`config.mk`:
```
export PLATFORM = sky130hd
export DESIGN_NAME = uart_rx_deframer
export DESIGN_NICKNAME = d
export VERILOG_FILES = /design/src/rtl/uart_pkg.sv /design/src/rtl/uart_rx_sync.sv /design/src/rtl/uart_rx_deframer.sv
export SDC_FILE = /design/constraint.sdc
export NUM_CORES = 1
export LEC_CHECK = 0
export ABC_AREA = 1
export CAP_MARGIN = 20
export CORE_MARGIN = 2
export CORE_UTILIZATION = 25
export CTS_CLUSTER_DIAMETER = 80
export CTS_CLUSTER_SIZE = 8
export DETAILED_ROUTE_END_ITERATION = 8
export PLACE_DENSITY = 0.45
export SETUP_SLACK_MARGIN = 0.15
export SLEW_MARGIN = 5
export SYNTH_ARGS = -nofsm -noshare
export SYNTH_HDL_FRONTEND = slang
export SYNTH_SLANG_ARGS = --single-unit
```
`constraint.sdc`:
```
create_clock -name tx_clk -period 1.6 [get_ports tx_clk]
set_input_delay 0.24 -clock tx_clk [delete_from_list [all_inputs] [get_ports tx_clk]]
set_output_delay 0.24 -clock tx_clk [all_outputs]
set_load 0.01 [all_outputs]
```
`src/rtl/uart_pkg.sv`:
```
// UART receive package: FSM state encoding and default frame geometry.
package uart_pkg;

    typedef enum logic [2:0] {
        IDLE,
        START,
        DATA,
        PARITY,
        STOP
    } uart_rx_state_e;

    localparam int UART_DATA_BITS_DEF  = 8;
    localparam int UART_OVERSAMPLE_DEF = 16;

endpackage

```
`src/rtl/uart_rx_sync.sv`:
```
// Two-flop synchronizer for the serial line plus a one-cycle falling-edge strobe.
module uart_rx_sync (
    input  logic tx_clk,
    input  logic reset,
    input  logic rx_in,
    output logic rx_s,
    output logic fall_edge
);

    logic rx_meta;
    logic rx_prev;

    // Idle line is high, so every flop comes out of reset at 1.
    always_ff @(posedge tx_clk or posedge reset) begin
        if (reset) begin
            rx_meta <= 1'b1;
            rx_s    <= 1'b1;
            rx_prev <= 1'b1;
        end else begin
            rx_meta <= rx_in;
            rx_s    <= rx_meta;
            rx_prev <= rx_s;
        end
    end

    assign fall_edge = rx_prev & ~rx_s;

endmodule

```
`src/rtl/uart_rx_deframer.sv`:
```
// UART receive deframer: oversampled start/data/stop capture onto a valid/ready port.
// Optional even-parity bit and parity_err output are enabled by UART_RX_PARITY_EN.
module uart_rx_deframer
    import uart_pkg::*;
#(
    parameter int OVERSAMPLE = UART_OVERSAMPLE_DEF,
    parameter int DATA_BITS  = UART_DATA_BITS_DEF
) (
    input  logic                 tx_clk,
    input  logic                 reset,
    input  logic                 rx_in,
    output logic [DATA_BITS-1:0] rx_data,
    output logic                 rx_valid,
    input  logic                 rx_ready,
    output logic                 rx_done,
    output logic                 frame_err,
    output logic                 overrun,
`ifdef UART_RX_PARITY_EN
    output logic                 parity_err,
`endif
    output logic                 busy
);

    localparam int CW = $clog2(OVERSAMPLE);
    localparam int BW = (DATA_BITS > 1) ? $clog2(DATA_BITS) : 1;

    localparam logic [CW-1:0] CNT_MID  = CW'(OVERSAMPLE / 2 - 1);
    localparam logic [CW-1:0] CNT_END  = CW'(OVERSAMPLE - 1);
    localparam logic [BW-1:0] BIT_LAST = BW'(DATA_BITS - 1);

`ifdef UART_RX_PARITY_EN
    localparam uart_rx_state_e AFTER_DATA = PARITY;
`else
    localparam uart_rx_state_e AFTER_DATA = STOP;
`endif

    uart_rx_state_e       state;
    uart_rx_state_e       state_d;
    logic [CW-1:0]        cnt;
    logic [BW-1:0]        bit_idx;
    logic [DATA_BITS-1:0] shift;
    logic                 rx_s;
    logic                 fall_edge;
    logic                 cnt_end;
    logic                 stop_hit;
    logic                 good;
    logic                 par_bad;

    uart_rx_sync u_sync (
        .tx_clk    (tx_clk),
        .reset     (reset),
        .rx_in     (rx_in),
        .rx_s      (rx_s),
        .fall_edge (fall_edge)
    );

    assign cnt_end = (cnt == CNT_END);
    assign busy    = (state != IDLE);

    always_ff @(posedge tx_clk or posedge reset) begin
        if (reset) begin
            state <= IDLE;
        end else begin
            state <= state_d;
        end
    end

    always_comb begin
        state_d  = state;
        stop_hit = 1'b0;
        unique case (state)
            IDLE: begin
                if (fall_edge)
                    state_d = START;
            end
            START: begin
                // High at mid start bit means the edge was a glitch.
                if (cnt == CNT_MID)
                    state_d = rx_s ? IDLE : DATA;
            end
            DATA: begin
                if (cnt_end && bit_idx == BIT_LAST)
                    state_d = AFTER_DATA;
            end
            PARITY: begin
                if (cnt_end)
                    state_d = STOP;
            end
            STOP: begin
                if (cnt_end) begin
                    state_d  = IDLE;
                    stop_hit = 1'b1;
                end
            end
            default: state_d = IDLE;
        endcase
    end

`ifdef UART_RX_PARITY_EN
    logic par_bit;

    always_ff @(posedge tx_clk or posedge reset) begin
        if (reset) begin
            par_bit <= 1'b0;
        end else if (state == PARITY && cnt_end) begin
            par_bit <= rx_s;
        end
    end

    // Even parity: the parity bit equals the XOR of the data bits.
    assign par_bad = par_bit ^ (^shift);
`else
    assign par_bad = 1'b0;
`endif

    assign good = stop_hit & rx_s & ~par_bad;

    always_ff @(posedge tx_clk or posedge reset) begin
        if (reset) begin
            cnt       <= '0;
            bit_idx   <= '0;
            shift     <= '0;
            rx_data   <= '0;
            rx_valid  <= 1'b0;
            rx_done   <= 1'b0;
            frame_err <= 1'b0;
            overrun   <= 1'b0;
`ifdef UART_RX_PARITY_EN
            parity_err <= 1'b0;
`endif
        end else begin
            if (state_d != state || state == IDLE || cnt_end)
                cnt <= '0;
            else
                cnt <= cnt + CW'(1);

            if (state != DATA)
                bit_idx <= '0;
            else if (cnt_end)
                bit_idx <= bit_idx + BW'(1);

            if (state == DATA && cnt_end)
                shift[bit_idx] <= rx_s;

            rx_done   <= 1'b0;
            frame_err <= stop_hit & ~rx_s;
            overrun   <= good & rx_valid & ~rx_ready;
`ifdef UART_RX_PARITY_EN
            parity_err <= stop_hit & par_bad;
`endif

            // A load in the handshake cycle keeps rx_valid high.
            if (rx_valid && rx_ready)
                rx_valid <= 1'b0;
            if (good && (!rx_valid || rx_ready)) begin
                rx_data  <= shift;
                rx_valid <= 1'b1;
                rx_done  <= 1'b1;
            end
        end
    end

endmodule
```
---- After elaboration in Yosys (flattened, before gate mapping) ----
Cells that the tools add are included.
storage, ports and cells
  register bits ........................... 33
  output and inout port bits .............. 13
  word-level logic and storage cells ...... 63
operators by class
  $add $sub $neg .......................... 2
  $lt $le $gt $ge ......................... 2
  eq/ne operators ......................... 9
  mux-type cells .......................... 18
  bitwise operators ....................... 7
  reductions and logical operators ........ 13
operator list
  operator                                                                              number
  3-bit 2-to-1 mux                                                                      7
  3-bit one-hot mux with 5 select lines                                                 1
  8-bit bitwise mux                                                                     1
  3-bit by 2-bit == test with 1-bit output (second input constant)                      2
  3-bit == test (second input constant)                                                 2
  1-bit 2-to-1 mux                                                                      6
  1-bit bitwise AND                                                                     5
  1-bit logical AND                                                                     5
  4-bit by 1-bit adder with 4-bit output (second input constant)                        1
  4-bit by 3-bit == test with 1-bit output (second input constant)                      1
  4-bit == test (second input constant)                                                 1
  3-bit by 4-bit less-than comparator with 1-bit output (second input constant)         1
  4-bit 2-to-1 mux                                                                      1
  2-bit nonzero test                                                                    2
  3-bit by 1-bit adder with 3-bit output (second input constant)                        1
  1-bit demux with 3-bit select                                                         1
  3-bit by 1-bit == test with 1-bit output (second input constant)                      1
  3-bit by 1-bit greater-or-equal comparator with 1-bit output (second input constant)  1
  3-bit logical NOT                                                                     1
  1-bit logical OR                                                                      3
  3-bit by 2-bit inequality test with 1-bit output (second input constant)              1
  3-bit inequality test                                                                 1
  3-bit nonzero test                                                                    1
  2-bit 2-to-1 mux                                                                      1
  other kinds (2)                                                                       3

---- Longest topological paths before layout ----
  word-level depth ........................ 8
  gate-level depth with buffers ........... 8
  gate-level depth less buffers ........... 8

---- By module ----
Synthesis repeated with hierarchy kept, for this count alone.
second synthesis, totals
  cell total of the unflattened synthesis .. 165
  area total of the unflattened synthesis .. 1467.7 um^2
modules (own cells, without submodules)
  module            times used  cells an instance  area each (um^2)  seq. area each (um^2)
  uart_rx_deframer  1           159                1375.1            750.7
  uart_rx_sync      1           6                  92.6              78.8

---- Worst setup path after synthesis ----
Ideal clock, no wire load.
  path type ............................... flip-flop to flip-flop
  from .................................... register cnt[0]
  to ...................................... register shift[1]
  setup time .............................. 0.130 ns
  arrival time ............................ 1.169 ns
  required time ........................... 1.470 ns
  slack ................................... 0.301 ns
  stages on the path, launching flop included .. 9
  path buffers ............................ 0
  period minus slack after synthesis ...... 1.299 ns
  cells stage by stage .................... dfrtp_1 > ha_1 > nand2_1 > nor2_1 > nand2_1 > clkinv_2 > nand3_1 > nand2_1 > o21ai_1
on the way
  longest elaborated chain between the ends .. 2
RTL lines
  item                            line                     RTL
  start: declaration              uart_rx_deframer.sv:39   logic [CW-1:0] cnt;
  start signal: assignment        uart_rx_deframer.sv:135  cnt <= cnt + CW'(1);
  4-bit == test                   uart_rx_deframer.sv:57   assign cnt_end = (cnt == CNT_END);
  1-bit logical AND               uart_rx_deframer.sv:142  if (state == DATA && cnt_end)
  end signal: indexed assignment  uart_rx_deframer.sv:143  shift[bit_idx] <= rx_s;
  end: declaration                uart_rx_deframer.sv:41   logic [DATA_BITS-1:0] shift;
Every way passes these cells.
A chain may end at the register's enable or synchronous reset.

---- Worst setup path after layout ----
  from .................................... register rx_data[6]
  to ...................................... output rx_data[6]
RTL lines
  item                      line                     RTL
  start: declaration        uart_rx_deframer.sv:12   output logic [DATA_BITS-1:0] rx_data,
  start signal: assignment  uart_rx_deframer.sv:156  rx_data <= shift;
No word-level cell between the ends.

==> results.tsv <==
stage	metric	value	unit
power	power.ir.vdd_worst	0.343	mV
worst_setup_path	worst_r2r_endpoint	cnt[1]	
worst_setup_path	timing.critical_path.depth	1	
drt	route.antenna.remaining_nets	0	
cts	ctsHoldBuffers	0	
worst_setup_path	crit_buf_inv	1	
worst_setup_path	setup.reg_to_reg.worst_slack	260	ps
cts	clk-insertion-delay-late	280	ps
final_layout	register_area	831	um2
power	p_switching	0.576	mW
synth	synth.top_cells.by_area	sky130_fd_sc_hd__dfrtp_1, sky130_fd_sc_hd__nand2_1, sky130_fd_sc_hd__dfstp_2	
timing	fin_worst_skew	4.63	ps
worst_setup_path	timing.setup.critical_path_class	flop to primary output	
synth	yosysWarningCount	0	
global_routing	global_route.usage.total	9.55	%
final_layout	leading_cell_type_in_the_layout_fill_and_taps_excluded	sky130_fd_sc_hd__nand2_1	
global_routing	grt_antenna_before_repair	0	
synth	summed_instance_area_of_the_synthesized_netlist	1440	um2
power	power_per_cell_area	1140	nW/um2
final_layout	multiInputGateArea	591	um2
floorplanning	ios	17	
cts	clkTransAtPathRegs	70	ps
cts	cts_tree	built	
drt	detailedRoute.firstIterationViolations	72	
synth	synth.lib_cells_used.distinct	23	
drt	wire_per_inst	10.6	um
final_layout	synthToLayoutAreaGrowth	36.5	%
synth	synth_top_cell_area_share	52.3	%
synth	synth.ff_latch_count	33	
worst_setup_path	critical_path.max_fanout	2	
global_routing	grt_max_degree	24	
global_routing	grt_pass1_vias	998	
power	sequentialPowerShare	43.6	%
synth	synth.net_count	166	
floorplanning	std_cell_rows	27	
power	power.combinational.fraction	14.9	%
final_layout	final_net_count	199	
worst_setup_path	r2r_cells	7	
timing	setup_total_negative_slack	0	ps
final_layout	layout_common_cells	sky130_fd_sc_hd__nand2_1, sky130_fd_sc_hd__dfrtp_1, sky130_fd_sc_hd__inv_1	
worst_setup_path	critical_path.max_stage_delay	530	ps
cts	numCtsBuffers	5	
drt	detailroute.via_count	1079	
drt	detail_route.drc_violations	0	
cts	cts.path.max_buffers	2	
flow_run	max-cap-violations	0	
cts	cts_htree_levels	2	
timing	report.final.slew_viol_count	0	
global_routing	gr-total-overflow	0	
timing	grt_setup_unrepaired	yes	
timing	report.final.hold_viol_count	0	
min_path	hold_path.class	input pin to asynchronous set/reset pin	
synth	postSynth.topFlopCell	sky130_fd_sc_hd__dfrtp_1	
worst_setup_path	worst_path_max_delay_cell	sky130_fd_sc_hd__clkdlybuf4s50_1	
drt	route.detailed.vias_per_inst	4.07	
synth	synth_top_cell_by_area	sky130_fd_sc_hd__dfrtp_1	
synth	avgSynthCellArea	9.03	um2
synth	seq_area_frac_synth	57.8	%
worst_setup_path	timing.critical_path.to	rx_data[6]	
worst_setup_path	startpoint	rx_data[6]	
timing	setup-violations-final	0	
final_layout	layout.filler_cells	590	
worst_setup_path	cp.required	1360	ps
worst_setup_path	path_cells	clkdlybuf4s50_1	
timing	max-slew-margin-rel	80.4	%
cts	clock-sinks	33	
floorplanning	design.die.area	6370	um2
synth	ys_async_sr_fraction	100	%
global_routing	first_pass_grt_wire_length	4660	um
place	hpwlAfterDp	1980	um
timing	layout_worst_path_cycle_share	87.6	%
synth	synth_edf_count	0	
power	power_frac_clock	41.5	%
floorplanning	floorplan.initialDensity	25.9	%
final_layout	layout-drive-gt1-share	22.3	%
power	internal-power	1.67	mW
worst_setup_path	worst_setup_path_end_kind	primary output	
timing	period_minus_ws_final	1400	ps
timing	max_freq	714	MHz
cts	cts-root-buf	sky130_fd_sc_hd__clkbuf_8	
drt	detail_route.first_pass.iterations	4	
floorplanning	die_h	79.8	um
worst_setup_path	critPathTopFamily	buffers and inverters	
power	leakage	0.981	nW
worst_setup_path	element_type_at_the_critical_path_start	flop	
worst_setup_path	crit_arrival	1160	ps
status	result_of_the_run	finished, final reports clean	
timing	hold-worst-slack	264	ps
synth	synth_cells	159	
place	total_of_buffers_placed_on_input_and_output_ports	16	
worst_setup_path	crit-reg2reg-launch	state[2]	
power	p_sw_share	25.7	%
floorplanning	core_area	5540	um2
drt	drt_wl_total	2800	um
floorplanning	die_w	79.8	um
place	gpl.final_weighted_congestion	0.755	
timing	worst_pin_slew	294	ps
final_layout	num_antenna_cells	0	
## logic make-up after synthesis
kind of cell / count (synthesis) / synth area share (%)
adder cells (fa/ha/maj): 3 / 2.61
XOR/XNOR: 2 / 1.22
AND/OR/NAND/NOR: 90 / 28.6
flip-flops: 33 / 57.8
AO/OA/AOI/OAI: 13 / 4.70
buffers and inverters: 18 / 5.14
## sequential cells by signal, summed over array words and instances, names as in the netlist
signal	flops
bit_idx	3
cnt	4
frame_err	1
overrun	1
rx_data	8
rx_done	1
rx_valid	1
shift	8
state	3
u_sync.rx_meta	1
u_sync.rx_prev	1
u_sync.rx_s	1
## layout make-up
| cell class | instances | share of cell area [%] |
|---|---|---|
| Timing Repair Buffer | 26 | 12.3 |
| Multi-Input combinational cell | 108 | 30.1 |
| Tap cell | 72 | 4.59 |
| Sequential cell | 33 | 42.4 |
| Inverter | 18 | 3.83 |
| Clock inverter | 3 | 3.32 |
| Clock buffer | 5 | 3.51 |
## repair_timing
action,4_1_cts,5_1_grt
pin swaps,0,4
gates cloned,0,0
setup buffers,2,2
setup endpoints to repair,12,25
resized for setup,4,20
## worst min path at each step
stage / start / to / slack, ps / cells after the start
after global placement: u_sync.rx_meta / u_sync.rx_s / 350 / 0
after global routing: reset / state[0] / 310 / 3
after detailed placement: u_sync.rx_meta / u_sync.rx_s / 350 / 0
after CTS: reset / state[1] / 270 / 3
final: reset / state[0] / 260 / 3
after floorplan: rx_in / u_sync.rx_meta / 240 / 0
## synth_stat cells, types with 2 or more instances
cell type,n
sky130_fd_sc_hd__inv_1,16
sky130_fd_sc_hd__o21ai_0,3
sky130_fd_sc_hd__dfstp_2,3
sky130_fd_sc_hd__ha_1,3
sky130_fd_sc_hd__nand2_1,54
sky130_fd_sc_hd__o21ai_1,8
sky130_fd_sc_hd__nand3_2,2
sky130_fd_sc_hd__nor2_1,16
sky130_fd_sc_hd__dfrtp_1,30
sky130_fd_sc_hd__nand3_1,11
## power groups by stage
stage	registers [mW]	logic (mW)	clock network, mW
floorplan	0.962	0.196	0
global placement	0.974	0.282	0
detailed placement	0.974	0.278	0
CTS	0.961	0.283	0.959
global route	0.986	0.372	0.996
finish	0.976	0.334	0.931
## worst min-delay path, stage by stage
cell,delay (ps)
sky130_fd_sc_hd__clkdlybuf4s50_1,400
sky130_fd_sc_hd__inv_1,70
sky130_fd_sc_hd__buf_4,190
## per-layer routing
layer | track usage [%] | vias to the layer above | share of wire [%]
met5 | 0 | - | 0
met4 | 4.58 | 0 | 2.0
met3 | 3.05 | 6 | 4.0
met2 | 13.9 | 20 | 43
met1 | 12.8 | 483 | 51
li1 | - | 570 | -
## metrics by stage
stage	total power, mW	utilization (%)	instance area, um2	std cells	setup WS, ps
2_1_floorplan	1.16	-	1440	159	301
3_3_place_gp	1.26	31.3	1730	253	151
3_5_place_dp	1.25	31.3	1730	253	132
4_1_cts	2.20	34.0	1890	263	118
5_1_grt	2.35	35.4	1960	265	129
6_report	2.24	35.4	1960	265	199
(Power assumes the default switching activity.)
